<file path="src/rtl/msg_loader.sv">
// msg_loader: double-buffered character message loader.
// Characters go into a shadow bank; a terminator commits the message by swapping
// the shadow and active banks, so the display side never sees a partial message.
// Optional build macro: MSG_LOADER_UPCASE_EN folds lowercase letters to uppercase on store.
module msg_loader #(
    parameter int MAX_LEN    = 16,
    parameter int CHAR_WIDTH = 8
) (
    input  logic                           clk,
    input  logic                           rst_n,
    input  logic                           in_valid,
    output logic                           in_ready,
    input  logic [CHAR_WIDTH-1:0]          in_char,
    input  logic [$clog2(MAX_LEN)-1:0]     rd_index,
    output logic [CHAR_WIDTH-1:0]          rd_char,
    output logic [$clog2(MAX_LEN+1)-1:0]   msg_len,
    output logic                           msg_valid,
    output logic                           overflow,
    input  logic                           clear_err
);

    localparam int IDX_W = $clog2(MAX_LEN);
    localparam int LEN_W = $clog2(MAX_LEN + 1);

    localparam logic [CHAR_WIDTH-1:0] C_SPACE = CHAR_WIDTH'(8'h20);
    localparam logic [CHAR_WIDTH-1:0] C_TILDE = CHAR_WIDTH'(8'h7E);
    localparam logic [CHAR_WIDTH-1:0] C_CR    = CHAR_WIDTH'(8'h0D);
    localparam logic [CHAR_WIDTH-1:0] C_BS    = CHAR_WIDTH'(8'h08);

    typedef enum logic [1:0] {
        S_IDLE,
        S_LOAD,
        S_COMMIT,
        S_DROP
    } state_t;

    state_t                r_state;
    state_t                w_state_nxt;
    logic [LEN_W-1:0]      r_count;
    logic [LEN_W-1:0]      w_count_nxt;
    logic                  r_active;
    logic                  w_active_nxt;
    logic [LEN_W-1:0]      r_msg_len;
    logic [LEN_W-1:0]      w_len_nxt;
    logic                  r_msg_valid;
    logic                  w_valid_nxt;
    logic                  r_overflow;
    logic                  w_ovf_set;
    logic [CHAR_WIDTH-1:0] r_rd_char;
    logic [CHAR_WIDTH-1:0] w_rd_nxt;
    logic                  w_wr_en;
    logic                  w_accept;
    logic                  w_is_print;
    logic                  w_is_term;
    logic                  w_is_bs;
    logic [CHAR_WIDTH-1:0] w_store_char;

    // Two banks; the one selected by r_active is the display (read) side.
    logic [CHAR_WIDTH-1:0] r_bank [2][MAX_LEN];

    assign in_ready   = (r_state != S_COMMIT);
    assign w_accept   = in_valid && in_ready;
    assign w_is_print = (in_char >= C_SPACE) && (in_char <= C_TILDE);
    assign w_is_term  = (in_char == '0) || (in_char == C_CR);
    assign w_is_bs    = (in_char == C_BS);

`ifdef MSG_LOADER_UPCASE_EN
    // Fold lowercase letters to uppercase before they are stored.
    always_comb begin
        w_store_char = in_char;
        if ((in_char >= CHAR_WIDTH'(8'h61)) && (in_char <= CHAR_WIDTH'(8'h7A)))
            w_store_char = in_char - CHAR_WIDTH'(8'h20);
    end
`else
    assign w_store_char = in_char;
`endif

    // Next-state and datapath control for the load/commit/drop sequence.
    always_comb begin
        w_state_nxt  = r_state;
        w_count_nxt  = r_count;
        w_active_nxt = r_active;
        w_len_nxt    = r_msg_len;
        w_valid_nxt  = r_msg_valid;
        w_wr_en      = 1'b0;
        w_ovf_set    = 1'b0;
        case (r_state)
            S_IDLE: begin
                if (w_accept && w_is_print) begin
                    w_wr_en     = 1'b1;
                    w_count_nxt = LEN_W'(1);
                    w_state_nxt = S_LOAD;
                end
            end
            S_LOAD: begin
                if (w_accept) begin
                    if (w_is_print) begin
                        if (r_count == LEN_W'(MAX_LEN)) begin
                            w_ovf_set   = 1'b1;
                            w_state_nxt = S_DROP;
                        end else begin
                            w_wr_en     = 1'b1;
                            w_count_nxt = r_count + LEN_W'(1);
                        end
                    end else if (w_is_term) begin
                        w_state_nxt = S_COMMIT;
                    end else if (w_is_bs) begin
                        w_count_nxt = r_count - LEN_W'(1);
                        if (r_count == LEN_W'(1))
                            w_state_nxt = S_IDLE;
                    end
                end
            end
            S_COMMIT: begin
                w_active_nxt = ~r_active;
                w_len_nxt    = r_count;
                w_valid_nxt  = 1'b1;
                w_count_nxt  = '0;
                w_state_nxt  = S_IDLE;
            end
            S_DROP: begin
                if (w_accept && w_is_term) begin
                    w_count_nxt = '0;
                    w_state_nxt = S_IDLE;
                end
            end
            default: w_state_nxt = S_IDLE;
        endcase
    end

    // Read data is computed from the post-edge bank/length/valid so the new
    // message appears as a whole on the cycle right after the swap.
    always_comb begin
        w_rd_nxt = C_SPACE;
        if (w_valid_nxt && (LEN_W'(rd_index) < w_len_nxt))
            w_rd_nxt = r_bank[w_active_nxt][rd_index];
    end

    // Control state, committed message descriptor, sticky overflow and read register.
    always_ff @(posedge clk or negedge rst_n) begin
        if (!rst_n) begin
            r_state     <= S_IDLE;
            r_count     <= '0;
            r_active    <= 1'b0;
            r_msg_len   <= '0;
            r_msg_valid <= 1'b0;
            r_overflow  <= 1'b0;
            r_rd_char   <= C_SPACE;
        end else begin
            r_state     <= w_state_nxt;
            r_count     <= w_count_nxt;
            r_active    <= w_active_nxt;
            r_msg_len   <= w_len_nxt;
            r_msg_valid <= w_valid_nxt;
            r_rd_char   <= w_rd_nxt;
            if (w_ovf_set)
                r_overflow <= 1'b1;
            else if (clear_err)
                r_overflow <= 1'b0;
        end
    end

    // Shadow bank write; storage is intentionally not reset.
    always_ff @(posedge clk) begin
        if (w_wr_en)
            r_bank[~r_active][IDX_W'(r_count)] <= w_store_char;
    end

    assign rd_char   = r_rd_char;
    assign msg_len   = r_msg_len;
    assign msg_valid = r_msg_valid;
    assign overflow  = r_overflow;

endmodule

</file>
<file path="config.mk">
export PLATFORM = sky130hd
export DESIGN_NAME = msg_loader
export DESIGN_NICKNAME = d
export VERILOG_FILES = /design/src/rtl/msg_loader.sv
export SDC_FILE = /design/constraint.sdc
export NUM_CORES = 1
export LEC_CHECK = 0
export BUFFER_PORTS_ARGS = -buffer_cell sky130_fd_sc_hd__buf_4
export CAP_MARGIN = 20
export CORE_MARGIN = 1.5
export CORE_UTILIZATION = 62
export CTS_CLUSTER_DIAMETER = 50
export DETAILED_ROUTE_END_ITERATION = 8
export PLACE_DENSITY_LB_ADDON = 0.2
export SKIP_LAST_GASP = 1
export SLEW_MARGIN = 40
export SYNTH_ARGS = -nofsm -noshare
export SYNTH_HDL_FRONTEND = slang
export SYNTH_SLANG_ARGS = --single-unit
export TNS_END_PERCENT = 5
</file>
<file path="constraint.sdc">
create_clock -name clk -period 2.85 [get_ports clk]
set_input_delay 0.285 -clock clk [delete_from_list [all_inputs] [get_ports clk]]
set_output_delay 0.285 -clock clk [all_outputs]
set_load 0.005 [all_outputs]
</file>
==> results.md, run 1 <==
* Die extent in x at 138 µm
* Vias in the first global route at 6836
* Vias at 6894
* Outcome: completed
* Antenna-violating nets left at 0
* Drt first pass iters at 5
* Setup WS pre-CTS at -0.0520 ns
* Commonest register cell after synthesis: edfxtp_1
* Iteration-0 DRC Markers at 655
* # diodes at 0
* CTS clk-pin slew, worst paths at 0.06 ns
* CP required at 3.28 ns
* Initial antenna violation count at 0
* Die Y at 138 µm
* Total core area at roughly 18000 µm²
* Grt ovf at 0
* Die ar. at 19100 µm²
* Initial core utilization at a little over three fifths
* Pwr dens at 802 nW/µm²
* # IOs at 32
* Crit Reg-Reg Startpoint: r_state[0]$_DFFE_PN0P_
* Gpl congestion at 0.908
* Area grow syn2layout at 17.0%
* Tmin final at 2.71 ns
* Post-synthesis sequential area ratio at between 70 and 80%
* Startpoint Class: flip-flop
* Ys async rst share at 8.24%
* Peak supply drop at 0.722 mV
* Synthesized instance count at 741
* Pwr Total at 0.0106 W
* Max-slew violations at 0
* Synth warn at 0
* WL final at 26.3 mm
* Syn_nets at approximately 770
* WL/cell at 24.3 µm
* Final WS setup at 0.141 ns
* CP Class: flip-flop to flip-flop
* Final Hold Viols at 0
* Largest net degree at the start of global routing at 77
* Crit path max-delay family: compound AO/OA/AOI/OAI gates
* Max Cap Violations at 0
* Worst-Margin Slew at slightly below 0.8 ns
* Number of port buffers at 31
* CP Buf/Inv Count at 2
* Max_slew headroom at a little under half
* F_max at roughly 0.37 GHz
* Root buffer cell: clkbuf_16
* Worst Setup SP: r_state[0]$_DFFE_PN0P_
* Final #Nets at 851
* Row cnt at 49
* Crit path arrival time at 3.14 ns
* Number of CTS-inserted buffers at 30
* Setup crit end kind: flip-flop
* Overall routing resource usage at 27.7%
* H-tree depth at 1
* Crit path to: rd_char[2]$_DFF_PN0_
* Hold Path Class: primary input to flip-flop
* Most used cell along the critical path: buf_4
* Clk_lat worst skew at 0.54 ns
* Reg2reg path depth at 11
* Critical path depth in cells at 11
* Post-route clock period utilization at 95.0%
* First-pass GRT wire length at ~40 mm
* Mapped Area at 11300 µm²
* Reg-to-reg setup timing slack at 0.14 ns
* Clock Path Buffers at 3
* Yosys cell types at 53
* Crit path max fanout at 8
* Final setup vio count at 0
* Post-DP HPWL at around 17 mm
* Via/cell ratio at 6.38
* Number of flops mapped to enable cells by yosys at 256
* CTS tree: yes
* Lkg Pwr at 4.74 nW
* CP max stage cell: dfrtp_1
* Sink Count at 279
* DRC at 0
* Clk_skew at 0.00940 ns
* Worst r2r dst: rd_char[2]$_DFF_PN0_
* #FFs+latches synth at 279
* Avg Inst Size Synth at ~15 µm²
* Crit path cell chain: nor2b_1, buf_4, mux2i_2, ha_1, o21a_1, o21ai_1, a211oi_2, a211oi_4, buf_4, nand2b_4, o221ai_1
* RSZ-0062 raised after global routing: false
* Crit-path max cell delay at 0.38 ns
* Share of layout cells above drive strength 1 at a little under a quarter
registers in the layout (all words and copies together) (netlist names):
signal     count
r_count        5
rd_char        8
r_bank       256
msg_len        5
r_state        2
r_active       1
msg_valid      1
overflow       1
cell type report:
type,instances,area (µm²)
clock buffers,35,843
clock inverters,21,220
fillers,1076,4700
inverters,14,52.6
multi-input cells,408,2850
flip-flops and latches,279,8260
well taps,229,287
repair buffers,94,748
cell usage after synthesis, drive strengths merged (3+ instances only):
cell / n / area [µm²]
a211oi: 4 / 52.6
a21oi: 13 / 65.1
a22oi: 6 / 45.0
buf: 30 / 166
clkbuf: 10 / 37.5
dfrtp: 22 / 551
edfxtp: 256 / 7690
ha: 8 / 100
inv: 14 / 52.6
mux2: 3 / 33.8
mux2i: 14 / 153
mux4: 34 / 766
nand2: 139 / 552
nand3: 74 / 375
nand3b: 3 / 22.5
nand4: 15 / 93.8
nor2: 42 / 158
nor2b: 5 / 31.3
o21ai: 12 / 60.1
o221ai: 7 / 67.6
or3: 4 / 25.0
what timing repair did:
item,in CTS,in global routing
pin swaps,2,1
setup buffers,1,1
resized for setup,0,5
endpoints found under the hold margin,24,0
endpoints found under the setup margin,1,6
hold buffers,2,0
per-layer routing:
metal | routed length [µm] | global-route usage (%) | vias up
met1 | 10600 | 40.4 | 3490
met3 | 2050 | 3.74 | 49
met4 | 731 | 9.20 | 0
li1 | - | - | 2984
met5 | 0 | 0 | -
met2 | 12900 | 44.4 | 371
how the worst min path moves through the flow:
stage / slack [ns] / cells past startpoint / startpoint / end
global route: 0.02 / 1 / in_char[7] / r_bank[0][79]$_DFFE_PP_
floorplan: -0.01 / 0 / rst_n / msg_len[0]$_DFF_PN0_
finish: 0.03 / 1 / in_char[7] / r_bank[1][79]$_DFFE_PP_
global placement: 0.20 / 1 / rst_n / r_count[0]$_DFFE_PN0P_
CTS: 0.02 / 1 / in_char[7] / r_bank[1][79]$_DFFE_PP_
detailed placement: 0.21 / 1 / rst_n / r_state[0]$_DFFE_PN0P_
per-stage QoR:
step	cell area [µm²]	cells	util [%]	hold slack (ns)	TNS [ns]
finish	13300	1080	73.8	0.0341	0
global placement	12100	1020	67.6	0.196	0
CTS	13200	1079	73.7	0.0197	0
global route	13300	1080	73.8	0.0226	0
detailed placement	12100	1020	67.6	0.213	-0.0520
floorplan	11300	741	-	-0.0106	0
logic make-up after synthesis:
kind of cell / count (synthesis) / synth area share, %
xor gates and xnor gates: 2 / 0.221
buffers and inverters: 54 / 2.26
AOI/OAI and AO/OA: 53 / 3.48
adders and majority gates: 8 / 0.883
DFF: 279 / 72.9
and+or+nand+nor: 294 / 11.9
muxes: 51 / 8.40
placed cells by master, fill, tap and decap left out, types with 13 or more instances in the layout:
master	Yosys	final
mux4_2	34	34
nand4_1	15	15
nand3_1	73	73
dfrtp_1	22	22
edfxtp_1	256	256
nand2_1	135	134
buf_4	7	89
a21oi_1	13	13
nor2_1	42	42
clkbuf_16	0	33
power by group:
group	total [W]	internal [W]	leakage, nW	switching (W)
registers	0.00478	0.00462	2.60	0.000160
logic	0.00186	0.000666	1.63	0.00119
clock network	0.00400	0.00241	0.510	0.00159
No activity file was read; power rests on OpenSTA's default activity.
==> inputs of run 2 (changes only) <==
--- a/config.mk
+++ b/config.mk
@@ -5,10 +5,13 @@
 export SDC_FILE = /design/constraint.sdc
 export NUM_CORES = 1
 export LEC_CHECK = 0
+export ABC_AREA = 1
 export BUFFER_PORTS_ARGS = -buffer_cell sky130_fd_sc_hd__buf_4
 export CAP_MARGIN = 20
+export CELL_PAD_IN_SITES_DETAIL_PLACEMENT = 2
+export CELL_PAD_IN_SITES_GLOBAL_PLACEMENT = 2
 export CORE_MARGIN = 1.5
-export CORE_UTILIZATION = 62
+export CORE_UTILIZATION = 42
 export CTS_CLUSTER_DIAMETER = 50
 export DETAILED_ROUTE_END_ITERATION = 8
 export PLACE_DENSITY_LB_ADDON = 0.2
==> run 2 against run 1 <==
Non-clock buffer count decreased by 3. Clock skew is 0.0057 ns higher. Critical path depth rose by 1. Core utilization down 24 points. Cell count increased by 47%. Register-to-register slack gained 0.06 ns. Power up 27%. Hold slack improved by 0.011 ns. Highest routed layer is now met5. Flip-flop and latch count did not move. Sequential power rose by 2%.
==> results.md, run 2 <==
* Vias at 9174 (+33%)
* Initial antenna violation count at 2 (+2)
* CP Class: flip-flop to flip-flop
* Total core area at 28500 µm² (+59%)
* Clock Power Share at 33.5% (-4.1 points)
* Top cells by count, synth: 286 x nand2_1, 269 x nand3_1, 256 x edfxtp_1
* Die extent in x at 173 µm (+25%)
* Iteration-0 DRC Markers at 678 (+3.5%)
* Yosys top cell area share at 63.3% (-4.5 points)
* Commonest non-fill, non-tap cell in the layout: nand2_1
* Worst r2r dst: rd_char[0]$_DFF_PN0_
* P_sw at 0.00493 W (+68%)
* Final Cell Area at 14200 µm² (+7.2%)
* Final #Nets at 1206 (+42%)
* Placed inst area at 13000 µm² (+7.3%)
* Min-delay src: rd_index[3]
* Commonest register cell after synthesis: edfxtp_1
* Vias in the first global route at 10100 (+48%)
* Share of layout cells above drive strength 1 at 14.0% (-9.9 points)
* Largest net degree at the start of global routing at 45 (-42%)
* Cell count after placement at 1525 (+50%)
* Area grow syn2layout at 17.1% (about the same)
* F_max at 0.377 GHz (+2.1%)
* Final WS setup at 0.198 ns (+0.0564 ns)
* #FFs+latches synth at 279 (unchanged)
* Max Cap Violations at 0 (unchanged)
* Yosys cell types at 37 (-30%)
* Post-DP HPWL at 26.4 mm (+56%)
* Setup crit end kind: flip-flop
* Reg2reg path depth at 12 (+1)
* First-pass GRT wire length at 64.6 mm (+62%)
* Outcome: completed
* Max-slew violations at 0 (unchanged)
* Hold Path Sink: rd_char[5]$_DFF_PN1_
* Overall routing resource usage at 29.3% (+1.6 points)
* Cell with the most instances after synthesis: nand2_1
* RSZ-0062 raised after global routing: false
* Number of flops mapped to enable cells by yosys at 256 (unchanged)
* Worst Hold Depth at 3 (+2)
* Crit path max fanout at 12 (+4)
* Lkg Pwr at 5.57 nW (+17%)
* DRC at 0 (unchanged)
* Setup Total Neg Slack at 0 ns (unchanged)
* Number of CTS-inserted buffers at 37 (+23%)
* Die ar. at 29900 µm² (+57%)
* Drt first pass iters at 4 (-1)
* Number of port buffers at 31 (unchanged)
* WL/cell at 27.0 µm (+11%)
* Root buffer cell: clkbuf_16
* Clk_lat worst skew at 0.52 ns (-0.02 ns)
* WL final at 42.9 mm (+63%)
* Final Hold Viols at 0 (unchanged)
* Ys async rst share at 8.24% (unchanged)
* Hold Path Class: primary input to flip-flop
* Logic pwr share at 30.5% (+13 points)
* Grt ovf at 0 (unchanged)
* Clk_skew at 0.0151 ns (+0.00566 ns)
* Row cnt at 62 (+27%)
* Yosys top cell by area: edfxtp_1
* Gpl congestion at 0.839 (-7.6%)
* Sink Count at 279 (unchanged)
* CP required at 3.28 ns (about the same)
* Synth warn at 0 (unchanged)
* Sequential power share at 36.0% (-9.0 points)
* Filler-free cell count of the finished design at 1590 (+47%)
* Avg Inst Size Synth at 10.9 µm² (-29%)
* Setup WS pre-CTS at 0.278 ns (+0.330 ns)
* Setup bufs post-CTS at 0 (-1)
* Worst-Margin Slew at 0.817 ns (+0.0234 ns)
* CTS clk-pin slew, worst paths at 0.06 ns (about the same)
* Tmin final at 2.65 ns (-0.0564 ns)
* Final setup vio count at 0 (unchanged)
* Via/cell ratio at 5.77 (-9.6%)
* H-tree depth at 2 (+1)
* CTS tree: yes
* Commonest non-fill, non-tap cells in the layout: 286 x nand2_1, 269 x nand3_1, 256 x edfxtp_1
* Crit path arrival time at 3.08 ns (-0.06 ns)
* # IOs at 32 (unchanged)
* Mapped Area at 12100 µm² (+7.1%)
* Synth top area cells: edfxtp_1 63%, nand3_1 11%, nand2_1 8.8%, dfrtp_1 4.5%, inv_1 2.4%
* Peak supply drop at 0.523 mV (-28%)
* Reg-to-reg setup timing slack at 0.20 ns (+0.06 ns)
* Pwr dens at 954 nW/µm² (+19%)
* Total internal power at 0.00862 W (+12%)
* Largest register FFs at 256 (unchanged)
* Max_slew headroom at 45.2% (-1.9 points)
* Syn_nets at 1138 (+49%)
* Synthesized instance count at 1114 (+50%)
* Post-route clock period utilization at 93.1% (-2.0 points)
* Clock Path Buffers at 3 (unchanged)
* Switch share at 36.4% (+8.8 points)
* Initial core utilization at 42.5% (-21 points)
* Most flop-heavy register: r_bank
* Crit Reg-Reg Startpoint: r_state[1]$_DFFE_PN0P_
* Antenna-violating nets left at 0 (unchanged)
* Post-synthesis sequential area ratio at 68.1% (-4.8 points)
* Startpoint Class: flip-flop
* Die Y at 173 µm (+25%)
-- run 2: cell types whose count changed after synthesis, moves of 6 or more --
cell and delta:
nand3_1 +196, nand2_1 +151, inv_1 +65, mux4_2 -34, clkbuf_1 +15, mux2i_1 -13
nor2_1 +9, buf_6 +7, a22oi_1 -6, o221ai_1 -6
-- run 2: kinds of logic (layout without fill, tap and decap cells) --
group                    after synthesis  after routing  synth area share, %
XOR/XNOR                               6              6                0.433
other                                  0              1                    0
flip-flops                           279            279                 68.1
AND/OR/NAND/NOR                      646            646                 23.8
adder cells (fa/ha/maj)                8              8                0.824
buffers and inverters                144            235                 5.33
AO/OA/AOI/OAI                         31             31                 1.56
-- run 2: how the worst max path moves through the flow --
| stage | from | end | slack (ns) | cells past startpoint |
|---|---|---|---|---|
| 4_1_cts | r_state[1]$_DFFE_PN0P_ | rd_char[0]$_DFF_PN0_ | 0.16 | 12 |
| 6_report | r_state[1]$_DFFE_PN0P_ | rd_char[0]$_DFF_PN0_ | 0.20 | 12 |
| 5_1_grt | r_state[1]$_DFFE_PN0P_ | rd_char[0]$_DFF_PN0_ | 0.05 | 12 |
| 3_5_place_dp | r_state[1]$_DFFE_PN0P_ | rd_char[3]$_DFF_PN0_ | 0.28 | 12 |
| 3_3_place_gp | r_state[1]$_DFFE_PN0P_ | rd_char[6]$_DFF_PN0_ | 0.45 | 12 |
| 2_1_floorplan | r_state[1]$_DFFE_PN0P_ | r_bank[0][112]$_DFFE_PP_ | 0.62 | 8 |
-- run 2: through the flow --
stage               util (%)  hold slack [ns]  power [W]
detailed placement      45.6            0.210    0.00897
global route            49.8           0.0437     0.0142
floorplan                  -          -0.0106    0.00744
finish                  49.8           0.0450     0.0136
CTS                     49.8           0.0268     0.0136
global placement        45.6            0.208    0.00878
-- run 2: layout make-up --
class	instances	area, µm²
Antenna cell	1	2.50
Clock inverter	21	224
Timing Repair Buffer	91	751
Fill cell	2955	14300
Tap cell	384	480
Sequential cell	279	8260
Multi-Input combinational cell	691	3240
Inverter	82	310
Clock buffer	41	941
-- run 2: layer usage --
| layer | track usage, % | routed length, µm | up-vias |
|---|---|---|---|
| met5 | 0 | 10 | - |
| met4 | 12.0 | 1660 | 2 |
| met3 | 5.01 | 2320 | 97 |
| met2 | 49.5 | 21100 | 282 |
| met1 | 37.6 | 17800 | 4799 |
| li1 | - | - | 3994 |
-- run 2: timing repair --
item | 4_1_cts | 5_1_grt
endpoints found under the setup margin | 0 | 1
resized for setup | 0 | 0
hold buffers | 2 | 0
endpoints found under the hold margin | 24 | 0
-- run 2: power groups by stage --
stage / Combinational, W / Sequential (W) / Clock (W)
4_1_cts: 0.00415 / 0.00488 / 0.00460
2_1_floorplan: 0.00259 / 0.00486 / 0
6_report: 0.00414 / 0.00488 / 0.00454
5_1_grt: 0.00451 / 0.00490 / 0.00476
3_5_place_dp: 0.00402 / 0.00496 / 0
3_3_place_gp: 0.00383 / 0.00495 / 0
-- run 2: critical path, stage by stage, from the launching register on --
cell and delay (ns):
dfrtp_1 0.53, nand2_4 0.26, inv_2 0.08, or2_2 0.28, o21ai_0 0.13, ha_1 0.31, nand2_1 0.08, inv_1 0.05
o21ai_2 0.12, o21ai_2 0.08, nor3_4 0.37, nand2_1 0.12, nor2_1 0.14
